### src/rtl/scr1_bru_bpu_upd.sv
// -----------------------------------------------------------------------------
// scr1_bru_bpu_upd
//
// Branch resolution unit that feeds the BPU update stream. Every conditional
// branch resolved by the EXU is classified against the prediction the IFU
// attached to it:
//   - a registered one-cycle mispredict pulse plus the correct fetch PC goes
//     back to the EXU;
//   - one update record per branch is queued in a small FIFO and presented to
//     the BPU update port with a valid/ready handshake.
// Not-taken branches are queued as well, so the BPU trains on every
// resolution.
//
// Ports
//   clk, rst_n                 core clock, synchronous active-low reset
//   exu2bru_*                  resolved branch from EXU (vd/rdy handshake)
//   bru2exu_mispred_o          one-cycle pulse, 1 cycle after accept
//   bru2exu_redirect_pc_o      correct next PC, valid with the pulse
//   bru2bpu_upd_vd_o           head record valid (FIFO not empty)
//   bpu2bru_upd_rdy_i          BPU consumes the head record
//   bru2bpu_pc_prev_o ...      fields of the head record
//   bru_resolved_cnt_o         saturating count of accepted branches
//   bru_mispred_cnt_o          saturating count of mispredicts
// -----------------------------------------------------------------------------
module scr1_bru_bpu_upd #(
    parameter int XLEN  = 32,
    parameter int DEPTH = 4,   // power of two, >= 2
    parameter int CNT_W = 16
) (
    input  logic             clk,
    input  logic             rst_n,

    input  logic             exu2bru_vd_i,
    output logic             exu2bru_rdy_o,
    input  logic [XLEN-1:0]  exu2bru_pc_i,
    input  logic             exu2bru_rvi_i,
    input  logic             exu2bru_taken_i,
    input  logic [XLEN-1:0]  exu2bru_target_i,
    input  logic             exu2bru_pred_i,
    input  logic [XLEN-1:0]  exu2bru_pred_tgt_i,

    output logic             bru2exu_mispred_o,
    output logic [XLEN-1:0]  bru2exu_redirect_pc_o,

    output logic             bru2bpu_upd_vd_o,
    input  logic             bpu2bru_upd_rdy_i,
    output logic [XLEN-1:0]  bru2bpu_pc_prev_o,
    output logic [XLEN-1:0]  bru2bpu_pc_new_o,
    output logic             bru2bpu_prev_prediction_o,
    output logic             bru2bpu_btb_miss_o,
    output logic             bru2bpu_rvi_flag_o,

    output logic [CNT_W-1:0] bru_resolved_cnt_o,
    output logic [CNT_W-1:0] bru_mispred_cnt_o
);

    localparam int PTR_W = $clog2(DEPTH);

    typedef struct packed {
        logic [XLEN-1:0] pc_prev;
        logic [XLEN-1:0] pc_new;
        logic            pred;
        logic            btb_miss;
        logic            rvi;
    } upd_rec_t;

    // Classification of the incoming branch
    logic [XLEN-1:0] fallthrough_pc;
    logic [XLEN-1:0] next_pc;
    logic            btb_miss;
    logic            mispred;
    logic            accept;

    // FIFO state
    upd_rec_t        mem_q [DEPTH];
    upd_rec_t        head;
    logic [PTR_W-1:0] wr_ptr_q;
    logic [PTR_W-1:0] rd_ptr_q;
    logic [PTR_W:0]   count_q;
    logic             full;
    logic             empty;
    logic             pop;

    // Redirect and counters
    logic             mispred_q;
    logic [XLEN-1:0]  redirect_q;
    logic [CNT_W-1:0] resolved_cnt_q;
    logic [CNT_W-1:0] mispred_cnt_q;

    // NOTE: every always_comb output gets a default/unconditional value first
    // so no path leaves it unassigned and no latch is inferred.
    always_comb begin
        fallthrough_pc = exu2bru_pc_i + (exu2bru_rvi_i ? XLEN'(4) : XLEN'(2));
        next_pc        = exu2bru_taken_i ? exu2bru_target_i : fallthrough_pc;
        btb_miss       = exu2bru_pred_i & exu2bru_taken_i
                       & (exu2bru_target_i != exu2bru_pred_tgt_i);
        mispred        = (exu2bru_taken_i != exu2bru_pred_i) | btb_miss;

        full   = (count_q == (PTR_W+1)'(DEPTH));
        empty  = (count_q == '0);
        accept = exu2bru_vd_i & ~full;
        pop    = ~empty & bpu2bru_upd_rdy_i;

        // Storage is not reset, so the head is forced to zero while empty to
        // keep the BPU-facing fields at their reset value.
        head = empty ? '0 : mem_q[rd_ptr_q];
    end

    // NOTE: sequential state uses non-blocking assignments only, so every
    // flop samples pre-edge values regardless of block ordering.
    always_ff @(posedge clk) begin
        if (!rst_n) begin
            mispred_q  <= 1'b0;
            redirect_q <= '0;
        end else begin
            mispred_q <= accept & mispred;
            // Redirect holds its last value when there is no mispredict.
            if (accept & mispred) begin
                redirect_q <= next_pc;
            end
        end
    end

    always_ff @(posedge clk) begin
        if (!rst_n) begin
            wr_ptr_q <= '0;
            rd_ptr_q <= '0;
            count_q  <= '0;
        end else begin
            if (accept) wr_ptr_q <= wr_ptr_q + PTR_W'(1);
            if (pop)    rd_ptr_q <= rd_ptr_q + PTR_W'(1);
            unique case ({accept, pop})
                2'b10:   count_q <= count_q + (PTR_W+1)'(1);
                2'b01:   count_q <= count_q - (PTR_W+1)'(1);
                default: count_q <= count_q;   // idle, or push and pop together
            endcase
        end
    end

    // NOTE: the record storage has no reset; pointers and occupancy alone
    // decide what is valid, and the head is masked while empty.
    always_ff @(posedge clk) begin
        if (accept) begin
            mem_q[wr_ptr_q] <= '{pc_prev:  exu2bru_pc_i,
                                 pc_new:   next_pc,
                                 pred:     exu2bru_pred_i,
                                 btb_miss: btb_miss,
                                 rvi:      exu2bru_rvi_i};
        end
    end

    // Saturating performance counters
    always_ff @(posedge clk) begin
        if (!rst_n) begin
            resolved_cnt_q <= '0;
            mispred_cnt_q  <= '0;
        end else begin
            if (accept && (resolved_cnt_q != '1)) begin
                resolved_cnt_q <= resolved_cnt_q + CNT_W'(1);
            end
            if (accept && mispred && (mispred_cnt_q != '1)) begin
                mispred_cnt_q <= mispred_cnt_q + CNT_W'(1);
            end
        end
    end

    assign exu2bru_rdy_o             = ~full;
    assign bru2exu_mispred_o         = mispred_q;
    assign bru2exu_redirect_pc_o     = redirect_q;
    assign bru2bpu_upd_vd_o          = ~empty;
    assign bru2bpu_pc_prev_o         = head.pc_prev;
    assign bru2bpu_pc_new_o          = head.pc_new;
    assign bru2bpu_prev_prediction_o = head.pred;
    assign bru2bpu_btb_miss_o        = head.btb_miss;
    assign bru2bpu_rvi_flag_o        = head.rvi;
    assign bru_resolved_cnt_o        = resolved_cnt_q;
    assign bru_mispred_cnt_o         = mispred_cnt_q;

endmodule

### config.mk
export PLATFORM = sky130hd
export DESIGN_NAME = scr1_bru_bpu_upd
export DESIGN_NICKNAME = d
export VERILOG_FILES = /design/src/rtl/scr1_bru_bpu_upd.sv
export SDC_FILE = /design/constraint.sdc
export NUM_CORES = 1
export LEC_CHECK = 0
export ABC_AREA = 1
export BUFFER_PORTS_ARGS = -buffer_cell sky130_fd_sc_hd__buf_2
export CORE_UTILIZATION = 45
export CTS_BUF_LIST = sky130_fd_sc_hd__clkbuf_4 sky130_fd_sc_hd__clkbuf_8
export CTS_CLUSTER_SIZE = 28
export DETAILED_ROUTE_END_ITERATION = 8
export GPL_TIMING_DRIVEN = 0
export PLACE_DENSITY = 0.68
export SYNTH_ARGS = -nofsm -noshare
export SYNTH_HDL_FRONTEND = slang
export SYNTH_SLANG_ARGS = --single-unit
### constraint.sdc
create_clock -name clk -period 4.25 [get_ports clk]
set_clock_uncertainty 0.05 [all_clocks]
set_input_delay 0.425 -clock clk [delete_from_list [all_inputs] [get_ports clk]]
set_output_delay 0.425 -clock clk [all_outputs]
set_load 0.05 [all_outputs]
==> key figures, run 1 <==
Critical path
  • Reg2reg setup slack: 1.60 ns
  • CP Data Arrival Time: 3.32 ns
  • Critical path data required time: approximately 3.8 ns
  • CP Launch Type: flop
  • Worst r2r src: count_q[1]
  • Worst reg2reg path depth: 7
  • CP max FO: 10
  • Reg2Reg Capture Point: mem_q[3][56]
  • Worst setup path category: reg -> out
  • Crit end category: output port
  • CP endpoint: bru2bpu_pc_prev_o[1]
  • Worst Setup SP: count_q[2]

Clock tree
  • Hold-fix buffers, CTS: 0
  • CTS Buffer Depth: 3
  • Post-CTS setup buffers: 0
  • Total CTS buffers: 55
  • CTS tree: yes
  • Clock latency on the worst-skew pair: 0.59 ns
  • Clk sinks: between 300 and 400
  • Root Buffer: clkbuf_8
  • Post-CTS sizing: 0
  • H-tree Lvls: 2
  • Worst-path clk slew: 0.06 ns

STA
  • Final Hold Vio Count: 0
  • Worst Slack Setup Final: approximately 0.46 ns
  • Slew HR: 28.85%
  • Final Cycle Share: 89.23%
  • Max Clk Rate: 263.7 MHz
  • Final slew viol count: 0
  • Slew @ Worst Pin: 1.059 ns
  • Final setup viols: 0
  • Fin crit period: 3.792 ns
  • RSZ-0062 raised after global routing: false

Worst hold path
  • Hold Path Class: in -> reg

Run
  • Max Cap Viol: 0

Power and ir drop
  • Worst VDD drop: 0.0005112 V
  • P_leak: 0.007487 uW
  • Power per cell area: 604.5 nW/um2

Global routing
  • Global-route wire length before repair: 67910 um
  • Vias in the first global route: 12153
  • Met3 usage: roughly 5.5%
  • M2 GR Usage: 40.68%
  • Overflow left after global routing: 0
  • Largest net degree at the start of global routing: 33
  • Initial antenna violation count: 3
  • Met1 GRT Util: 33.62%
  • GR peak layer: met2
  • Global Route Usage Sum: 25.06%

Placement
  • Final HPWL DP: roughly 32000 um
  • Input/output buffers: approximately 240
  • Dpl ws: 1.116 ns
  • Placed Instances: 2346
  • Placer Congestion: ~0.92

Final layout
  • Area Growth Syn to Fin: 20.35%
  • Nets: 2070
  • Post-Route Utilization: 55.31%
  • Non-filler cells, final: 2452
  • Share of cells above drive strength 1: 19.88%
  • # fillers: about 3000

Detailed routing
  • Drt first-iter violations: 1041
  • Total wire length: 44320 um
  • Drt first pass iters: 7
  • DRC errors left: 0
  • Post-route ant nets: 0
  • Vias: approximately 13000
  • WL/cell: 18.07 um
  • DR vias/cell: 5.198

Synthesis
  • Mapped Nets: 1770
  • Mapped Avg Cell Area: 9.359 um2
  • Register area share after synthesis: 61.52%
  • Synth cell types: 36
  • Mapped Cells: 1655
  • Synth Cell Area: 15490 um2
  • Ys Warns: 0
  • Synthesized flop and latch total: 342

Floorplan
  • Die height: between 150 and 200 um
  • Core outline area: between 30000 and 40000 um2
  • Die area: 35170 um2
  • Ports: 237
  • Starting density of the core: between 40% and 50%
  • # rows: 67
  • Die W: 187.5 um

Outcome
  • Run status: finished clean
==> Yosys cell counts <==
cell | n | area [um2]
ha_1 | 10 | 125.1
nand3b_1 | 3 | 22.52
buf_4 | 4 | 30.03
nand2_1 | 241 | 904.6
a31oi_1 | 1 | 6.260
inv_2 | 5 | 18.77
a21oi_2 | 1 | 8.760
xnor2_1 | 30 | 262.8
nor2_1 | 407 | 1528
fa_1 | 2 | 40.04
or2_2 | 4 | 25.02
nand2_2 | 4 | 25.02
nand3_2 | 5 | 50.05
o21ai_1 | 8 | 40.04
o21ai_0 | 176 | 880.8
nor3_2 | 2 | 20.02
o21bai_1 | 2 | 15.01
edfxtp_1 | 268 | 8048
xor2_1 | 11 | 96.34
o21ai_2 | 4 | 35.03
nor2_2 | 5 | 31.28
a21oi_1 | 89 | 445.4
nor2_4 | 5 | 56.30
buf_2 | 10 | 50.05
clkbuf_1 | 49 | 183.9
dfxtp_1 | 74 | 1481
nor4_1 | 4 | 25.02
buf_1 | 15 | 56.30
nand3_1 | 40 | 200.2
a31oi_2 | 1 | 12.51
nand4_1 | 27 | 168.9
o21a_1 | 3 | 22.52
nor3_1 | 15 | 75.07
and3_1 | 3 | 18.77
nand2b_1 | 1 | 6.260
inv_1 | 126 | 473.0
==> placed cells by master (no fill, tap or decap), types with 9 or more instances in the layout <==
master	n
a21oi_1	89
buf_1	15
buf_2	245
clkbuf_1	49
clkbuf_4	32
clkbuf_8	63
dfxtp_1	74
edfxtp_1	268
ha_1	10
inv_1	126
nand2_1	241
nand3_1	40
nand4_1	27
nor2_1	403
nor2_4	9
nor3_1	15
o21ai_0	176
xnor2_1	30
xor2_1	11
==> per-stage QoR <==
| step | power [uW] | hold slack, ns | TNS, ns | instance area [um2] |
|---|---|---|---|---|
| after CTS | 11310 | 0.01126 | 0 | 18640 |
| after global routing | 11770 | 0.02242 | 0 | 18640 |
| after detailed placement | 8295 | 0.4112 | 0 | 17430 |
| final | 11270 | 0.04165 | 0 | 18640 |
| after global placement | 8231 | 0.4034 | -520.70 | 17230 |
| after floorplan | 7028 | 0.3862 | -86.92 | 15490 |
==> per-layer routing <==
metal | share of wire [%] | vias up | wire length, um
met4 | 2.7 | 0 | 1183
li1 | - | 6133 | -
met5 | 0 | - | 0
met1 | 42 | 6037 | 18790
met2 | 47 | 501 | 20610
met3 | 8.4 | 75 | 3732
==> kinds of logic after synthesis <==
kind of cell             synth area share [%]
AND/OR/NAND/NOR                         20.38
XOR/XNOR                                2.318
buffers and inverters                   5.243
AO/OA/AOI/OAI                           9.468
flip-flops                              61.52
adder cells (fa/ha/maj)                 1.066
==> flip-flops by register name, summed over array words and instances (netlist names), named ones only <==
| name | count |
|---|---|
| wr_ptr_q | 2 |
| bru2exu_redirect_pc_o | 32 |
| bru_mispred_cnt_o | 16 |
| rd_ptr_q | 2 |
| mem_q | 268 |
| count_q | 3 |
| bru_resolved_cnt_o | 16 |
| bru2exu_mispred_o | 1 |
==> worst max-delay path, cell delays in order (launching register included) <==
cell and delay (ns):
dfxtp_1 0.33, nor3_1 0.86, clkbuf_1 0.68, clkbuf_1 0.46, a21oi_1 0.14, buf_2 0.25
==> power breakdown <==
part,leakage [uW],switching [uW],internal (uW)
clock,0.000646,1280,1750
sequential,0.00307,87.4,3950
combinational,0.00377,3310,878
total,0.00749,4680,6580
==> cell type report <==
class                      instances  area (um2)  area share, %
clock inverter                     9       97.59         0.5236
multi-input combinational       1104        5177          27.78
antenna                            2       5.005        0.02685
clock buffer                      95        1107          5.940
timing repair buffer             243        1351          7.249
sequential                       342        9529          51.12
buffer                            78       320.3          1.718
tap                              448       560.5          3.007
inverter                         131       491.7          2.638
==> worst min path at each step <==
| stage | slack, ns | cells past startpoint | to | start |
|---|---|---|---|---|
| 5_1_grt | 0.02 | 1 | mem_q[3][2] | exu2bru_pred_i |
| 3_5_place_dp | 0.41 | 2 | flop | rd_ptr_q[1] |
| 6_report | 0.04 | 1 | mem_q[0][2] | exu2bru_pred_i |
| 4_1_cts | 0.01 | 1 | mem_q[3][2] | exu2bru_pred_i |
| 2_1_floorplan | 0.39 | 2 | flop | rd_ptr_q[1] |
| 3_3_place_gp | 0.40 | 2 | rd_ptr_q[1] | rd_ptr_q[1] |
Note: power is estimated with default switching activity, not from simulation.
==> inputs of run 2 (changes only) <==
- PLACE_DENSITY: 0.68 -> 0.65
==> key figures, run 2 (synthesis results as in run 1) <==
Floorplan
  • Die W: 187.5 um (unchanged)
  • Die area: 35170 um2 (unchanged)
  • Core outline area: 33700 um2 (unchanged)
  • # rows: 67 (unchanged)
  • Ports: 237 (unchanged)
  • Starting density of the core: 45.96% (unchanged)
  • Die height: 187.5 um (unchanged)

STA
  • Fin crit period: 3.764 ns (-0.02789 ns)
  • Final slew viol count: 0 (unchanged)
  • Final Cycle Share: 88.57% (-0.66 points)
  • Final Hold Vio Count: 0 (unchanged)
  • Slew HR: 34.91% (+6.1 points)
  • Max Clk Rate: 265.7 MHz (+0.74%)
  • RSZ-0062 raised after global routing: false
  • Slew @ Worst Pin: 0.9690 ns (-0.09016 ns)
  • Final setup viols: 0 (unchanged)

Global routing
  • Global Route Usage Sum: 25.19% (+0.12 points)
  • Vias in the first global route: 12193 (+0.33%)
  • Global-route wire length before repair: 68030 um (+0.18%)
  • Overflow left after global routing: 0 (unchanged)
  • Largest net degree at the start of global routing: 30 (-9.1%)
  • Initial antenna violation count: 1 (-2)

Power and ir drop
  • NetSw: 4690 uW (+0.13%)
  • Worst VDD drop: 0.0003896 V (-24%)
  • Reg power frac: 36.6% (+0.7 points)
  • P_leak: 0.007433 uW (-0.71%)
  • Power per cell area: 595.0 nW/um2 (-1.6%)
  • Combinational Power Share: 38.0% (+0.8 points)
  • Internal: 6338 uW (-3.7%)
  • Clock power share: 25.3% (-1.6 points)
  • Sw Ratio: 42.53% (+0.96 points)

Final layout
  • Multi-input logic area: 5177 um2 (unchanged)
  • Sequential cell area: 9529 um2 (unchanged)
  • Most common cell after layout, fill and taps aside: nor2_1
  • Finished Cell Area: 18540 um2 (-0.56%)
  • Post-Route Utilization: 55.00% (-0.31 points)
  • Most frequent cells in the layout: nor2_1 (403), edfxtp_1 (268), buf_2 (245)
  • Nets: 2073 (+0.14%)
  • Largest register FFs: 268 (unchanged)
  • # fillers: 3054 (+1.1%)
  • Area Growth Syn to Fin: 19.68%
  • Share of cells above drive strength 1: 19.28% (-0.60 points)
  • Reg with most FFs: mem_q

Clock tree
  • Post-CTS setup buffers: 0 (unchanged)
  • Total CTS buffers: 56 (+1.8%)
  • Root Buffer: clkbuf_8
  • CTS tree: yes
  • Clock latency on the worst-skew pair: 0.59 ns (about the same)
  • CTS Buffer Depth: 3 (unchanged)
  • Clk sinks: 342 (unchanged)
  • H-tree Lvls: 2 (unchanged)
  • Worst-path clk slew: 0.06 ns (about the same)

Detailed routing
  • Post-route ant nets: 0 (unchanged)
  • DRC errors left: 0 (unchanged)
  • WL/cell: 18.08 um (about the same)
  • DR vias/cell: 5.171 (-0.52%)
  • Drt first-iter violations: 1014 (-2.6%)
  • Total wire length: 44310 um (about the same)
  • Vias: 12674 (-0.56%)
  • Drt first pass iters: 5 (-2)

Run
  • Max Cap Viol: 0 (unchanged)

Worst hold path
  • Hold Path Class: in -> reg

Placement
  • Input/output buffers: 235 (unchanged)
  • Post-DP Area: 17420 um2 (about the same)
  • Final HPWL DP: 31890 um (+0.20%)
  • Placer Congestion: 0.8907 (-3.4%)

Outcome
  • Run status: finished clean

Critical path
  • CP Data Arrival Time: 3.29 ns (-0.03 ns)
  • Crit end category: output port
  • CP Launch Type: flop
  • Critical path data required time: 3.77 ns (about the same)
  • CP max FO: 10 (unchanged)
  • Worst setup path category: reg -> out
## run 2: power groups by stage
stage | Sequential, uW | Combinational, uW | Clock (uW)
final | 4040 | 4200 | 2790
after global routing | 4070 | 4490 | 3000
after CTS | 4040 | 4210 | 2830
after detailed placement | 4110 | 4200 | 0
after global placement | 4150 | 4100 | 0
after floorplan | 4300 | 2730 | 0
## run 2: area by class of cell
| type | instances | share of cell area [%] |
|---|---|---|
| Timing Repair Buffer | 245 | 7.357 |
| Buffer | 78 | 1.728 |
| Clock inverter | 21 | 0.4792 |
| Tap cell | 448 | 3.024 |
| Antenna cell | 1 | 0.01350 |
| Inverter | 131 | 2.653 |
| Multi-Input combinational cell | 1104 | 27.93 |
| Clock buffer | 81 | 5.407 |
| Sequential cell | 342 | 51.41 |
## run 2: worst paths after layout
kind              depth (start not counted)                       end                     start  slack [ns]
setup / recovery                          7      bru2bpu_pc_new_o[27]                      flop        0.49
hold / removal                            1              mem_q[3][37]           exu2bru_pc_i[2]        0.04
setup reg to reg                         10                count_q[1]                count_q[2]        1.73
hold reg to reg                           2  bru2exu_redirect_pc_o[1]  bru2exu_redirect_pc_o[1]        0.43
## run 2: routing by layer
| layer | GRT usage (%) | part of all wire (%) |
|---|---|---|
| met1 | 33.87 | 43 |
| met2 | 41.05 | 46 |
| met3 | 4.492 | 7.9 |
| met4 | 8.755 | 2.8 |
| met5 | 0 | 0 |
## run 2: repair_timing
action                                  CTS  global route
hold endpoints to repair                  7             0
hold buffers                              2             0
gates resized for setup                   0             0
endpoints found under the setup margin    0             0
## run 2: critical path, cell delays in order (launching register included)
cell,delay (ns)
dfxtp_1,0.30
buf_2,0.21
inv_2,0.21
clkbuf_1,0.57
clkbuf_1,0.55
o21ai_0,0.24
a21oi_1,0.29
buf_2,0.33
## run 2: per-stage QoR
step | instances | hold WS (ns) | power, uW | setup TNS [ns] | setup slack, ns
floorplan | 1655 | 0.3862 | 7028 | -86.92 | -0.3243
finish | 2451 | 0.04120 | 11030 | 0 | 0.4858
global placement | 2338 | 0.4005 | 8250 | -523.17 | -2.156
CTS | 2450 | 0.004311 | 11080 | 0 | 0.3798
detailed placement | 2346 | 0.4176 | 8304 | 0 | 1.030
global route | 2451 | 0.007884 | 11560 | 0 | 0.2754
==> inputs of run 3 (changes only) <==
- CAP_MARGIN: unset -> 20
- MAX_ROUTING_LAYER: unset -> met4
==> key figures, run 3 (synthesis results as in run 1) <==
Critical path
  • CP max stage delay: 0.59 ns (+0.02 ns)
  • CP Launch Type: flop
  • CP Data Arrival Time: 3.34 ns (+0.05 ns)
  • Crit path cell chain: buf_2, inv_2, clkbuf_1, clkbuf_1, o21ai_0, a21oi_1, buf_2
  • Reg2Reg Capture Point: count_q[1]
  • Buf+Inv Stages, Crit Path: 5 (unchanged)
  • Crit end category: output port
  • CP max FO: 10 (unchanged)
  • Worst setup path category: reg -> out
  • Reg2reg setup slack: 1.69 ns (-0.04 ns)
  • Critical path data required time: 3.77 ns (about the same)
  • Worst r2r src: count_q[2]
  • CP delay by family, top: buffers and inverters
  • Worst reg2reg path depth: 10 (unchanged)
  • Slowest cell on the critical path: clkbuf_1

Detailed routing
  • Post-route ant nets: 0 (unchanged)
  • Total wire length: 44360 um (+0.13%)
  • WL/cell: 18.06 um (-0.12%)
  • DRC errors left: 0 (unchanged)
  • Drt first-iter violations: 979 (-3.5%)
  • DR vias/cell: 5.172 (about the same)
  • Vias: 12707 (+0.26%)
  • Drt first pass iters: 6 (+1)

Floorplan
  • Starting density of the core: 45.96% (unchanged)
  • Ports: 237 (unchanged)
  • Core outline area: 33700 um2 (unchanged)
  • Die area: 35170 um2 (unchanged)
  • Die W: 187.5 um (unchanged)
  • Die height: 187.5 um (unchanged)
  • # rows: 67 (unchanged)

STA
  • Final Hold Vio Count: 0 (unchanged)
  • Final setup viols: 0 (unchanged)
  • Final slew viol count: 0 (unchanged)
  • Worst hold margin: 0.03759 ns (-0.003610 ns)
  • Slew HR: 33.27% (-1.6 points)
  • RSZ-0062 raised after global routing: false
  • Worst Slack Setup Final: 0.4326 ns (-0.05323 ns)
  • Slew @ Worst Pin: 0.9934 ns (+0.02440 ns)
  • Fin crit period: 3.817 ns (+0.05323 ns)
  • Max Clk Rate: 262.0 MHz (-1.4%)
  • Final Cycle Share: 89.82% (+1.3 points)

Power and ir drop
  • P_leak: 0.007474 uW (+0.55%)
  • Power per cell area: 604.9 nW/um2 (+1.7%)
  • Worst VDD drop: 0.0003369 V (-14%)
  • Final Power: 11280 uW (+2.3%)

Run
  • Max Cap Viol: 0 (unchanged)

Clock tree
  • H-tree Lvls: 2 (unchanged)
  • Post-CTS setup buffers: 0 (unchanged)
  • Clock latency on the worst-skew pair: 0.59 ns (about the same)
  • Root Buffer: clkbuf_8
  • Total CTS buffers: 57 (+1.8%)
  • CTS Buffer Depth: 3 (unchanged)
  • CTS tree: yes
  • Worst-path clk slew: 0.07 ns (about the same)
  • Clk sinks: 342 (unchanged)

Placement
  • Input/output buffers: 235 (unchanged)
  • Dpl ws: 1.058 ns (+0.02809 ns)
  • Post-DP Area: 17420 um2 (unchanged)
  • Final HPWL DP: 32230 um (+1.1%)
  • Placer Congestion: 0.9072 (+1.9%)

Worst hold path
  • Hold Path Class: in -> reg
  • Hold Startpoint: exu2bru_pc_i[31]
  • WHS Endpoint: mem_q[0][66]
  • Worst hold path depth: 1 (unchanged)

Global routing
  • Global Route Usage Sum: 26.09% (+0.90 points)
  • Largest net degree at the start of global routing: 32 (+6.7%)
  • Initial antenna violation count: 1 (unchanged)
  • Global-route wire length before repair: 68270 um (+0.34%)
  • Overflow left after global routing: 0 (unchanged)
  • Vias in the first global route: 12134 (-0.48%)

Final layout
  • Finished Cell Area: 18650 um2 (+0.59%)
  • Reg with most FFs: mem_q
  • Area Growth Syn to Fin: 20.38%
  • Nets: 2073 (unchanged)
  • Post-Route Utilization: 55.33% (+0.32 points)
  • Share of cells above drive strength 1: 19.43% (+0.15 points)
  • Most common cell after layout, fill and taps aside: nor2_1
  • Largest register FFs: 268 (unchanged)
  • Most frequent cells in the layout: nor2_1 (403), edfxtp_1 (268), buf_2 (245)

Outcome
  • Run status: finished clean
==> run 3: cell type report <==
type                    count  area (um2)
fillers                  3049       15050
clock buffers              78       967.2
multi-input cells        1104        5177
repair buffers            244        1354
plain buffers              78       320.3
flip-flops and latches    342        9529
well taps                 448       560.5
clock inverters            30       240.2
diodes                      2       5.005
inverters                 131       491.7
==> run 3: worst max-delay path by stage <==
stage | slack (ns) | endpoint | start | cells past startpoint
6_report | 0.43 | bru2bpu_pc_new_o[27] | flop | 7
5_1_grt | 0.32 | bru2bpu_pc_new_o[27] | flop | 7
4_1_cts | 0.41 | bru2bpu_pc_new_o[27] | flop | 7
3_5_place_dp | 1.06 | bru2bpu_pc_new_o[27] | flop | 7
3_3_place_gp | -2.14 | mem_q[3][43] | exu2bru_vd_i | 4
2_1_floorplan | -0.32 | mem_q[0][0] | count_q[1] | 5
==> run 3: stage by stage <==
stage	setup TNS (ns)	std cells
2_1_floorplan	-86.92	1655
3_3_place_gp	-521.02	2338
3_5_place_dp	0	2346
4_1_cts	0	2455
5_1_grt	0	2456
6_report	0	2457
==> run 3: what timing repair did <==
item	CTS	global route
gates resized for setup	0	0
hold buffers	1	0
endpoints found under the hold margin	4	0
==> run 3: routing by layer <==
| metal | up-vias | wire, um | track usage (%) |
|---|---|---|---|
| li1 | 6150 | - | - |
| met1 | 5962 | 19230 | 34.73 |
| met2 | 513 | 20550 | 41.04 |
| met3 | 82 | 3454 | 4.398 |
| met4 | 0 | 1134 | 7.724 |
| met5 | - | 0 | - |
==> run 3: report_power, final <==
| group | internal (uW) | switching, uW | total (uW) |
|---|---|---|---|
| Clock | 1720 | 1320 | 3040 |
| Combinational | 877 | 3320 | 4190 |
| Sequential | 3950 | 87.9 | 4040 |
| Total | 6550 | 4730 | 11300 |
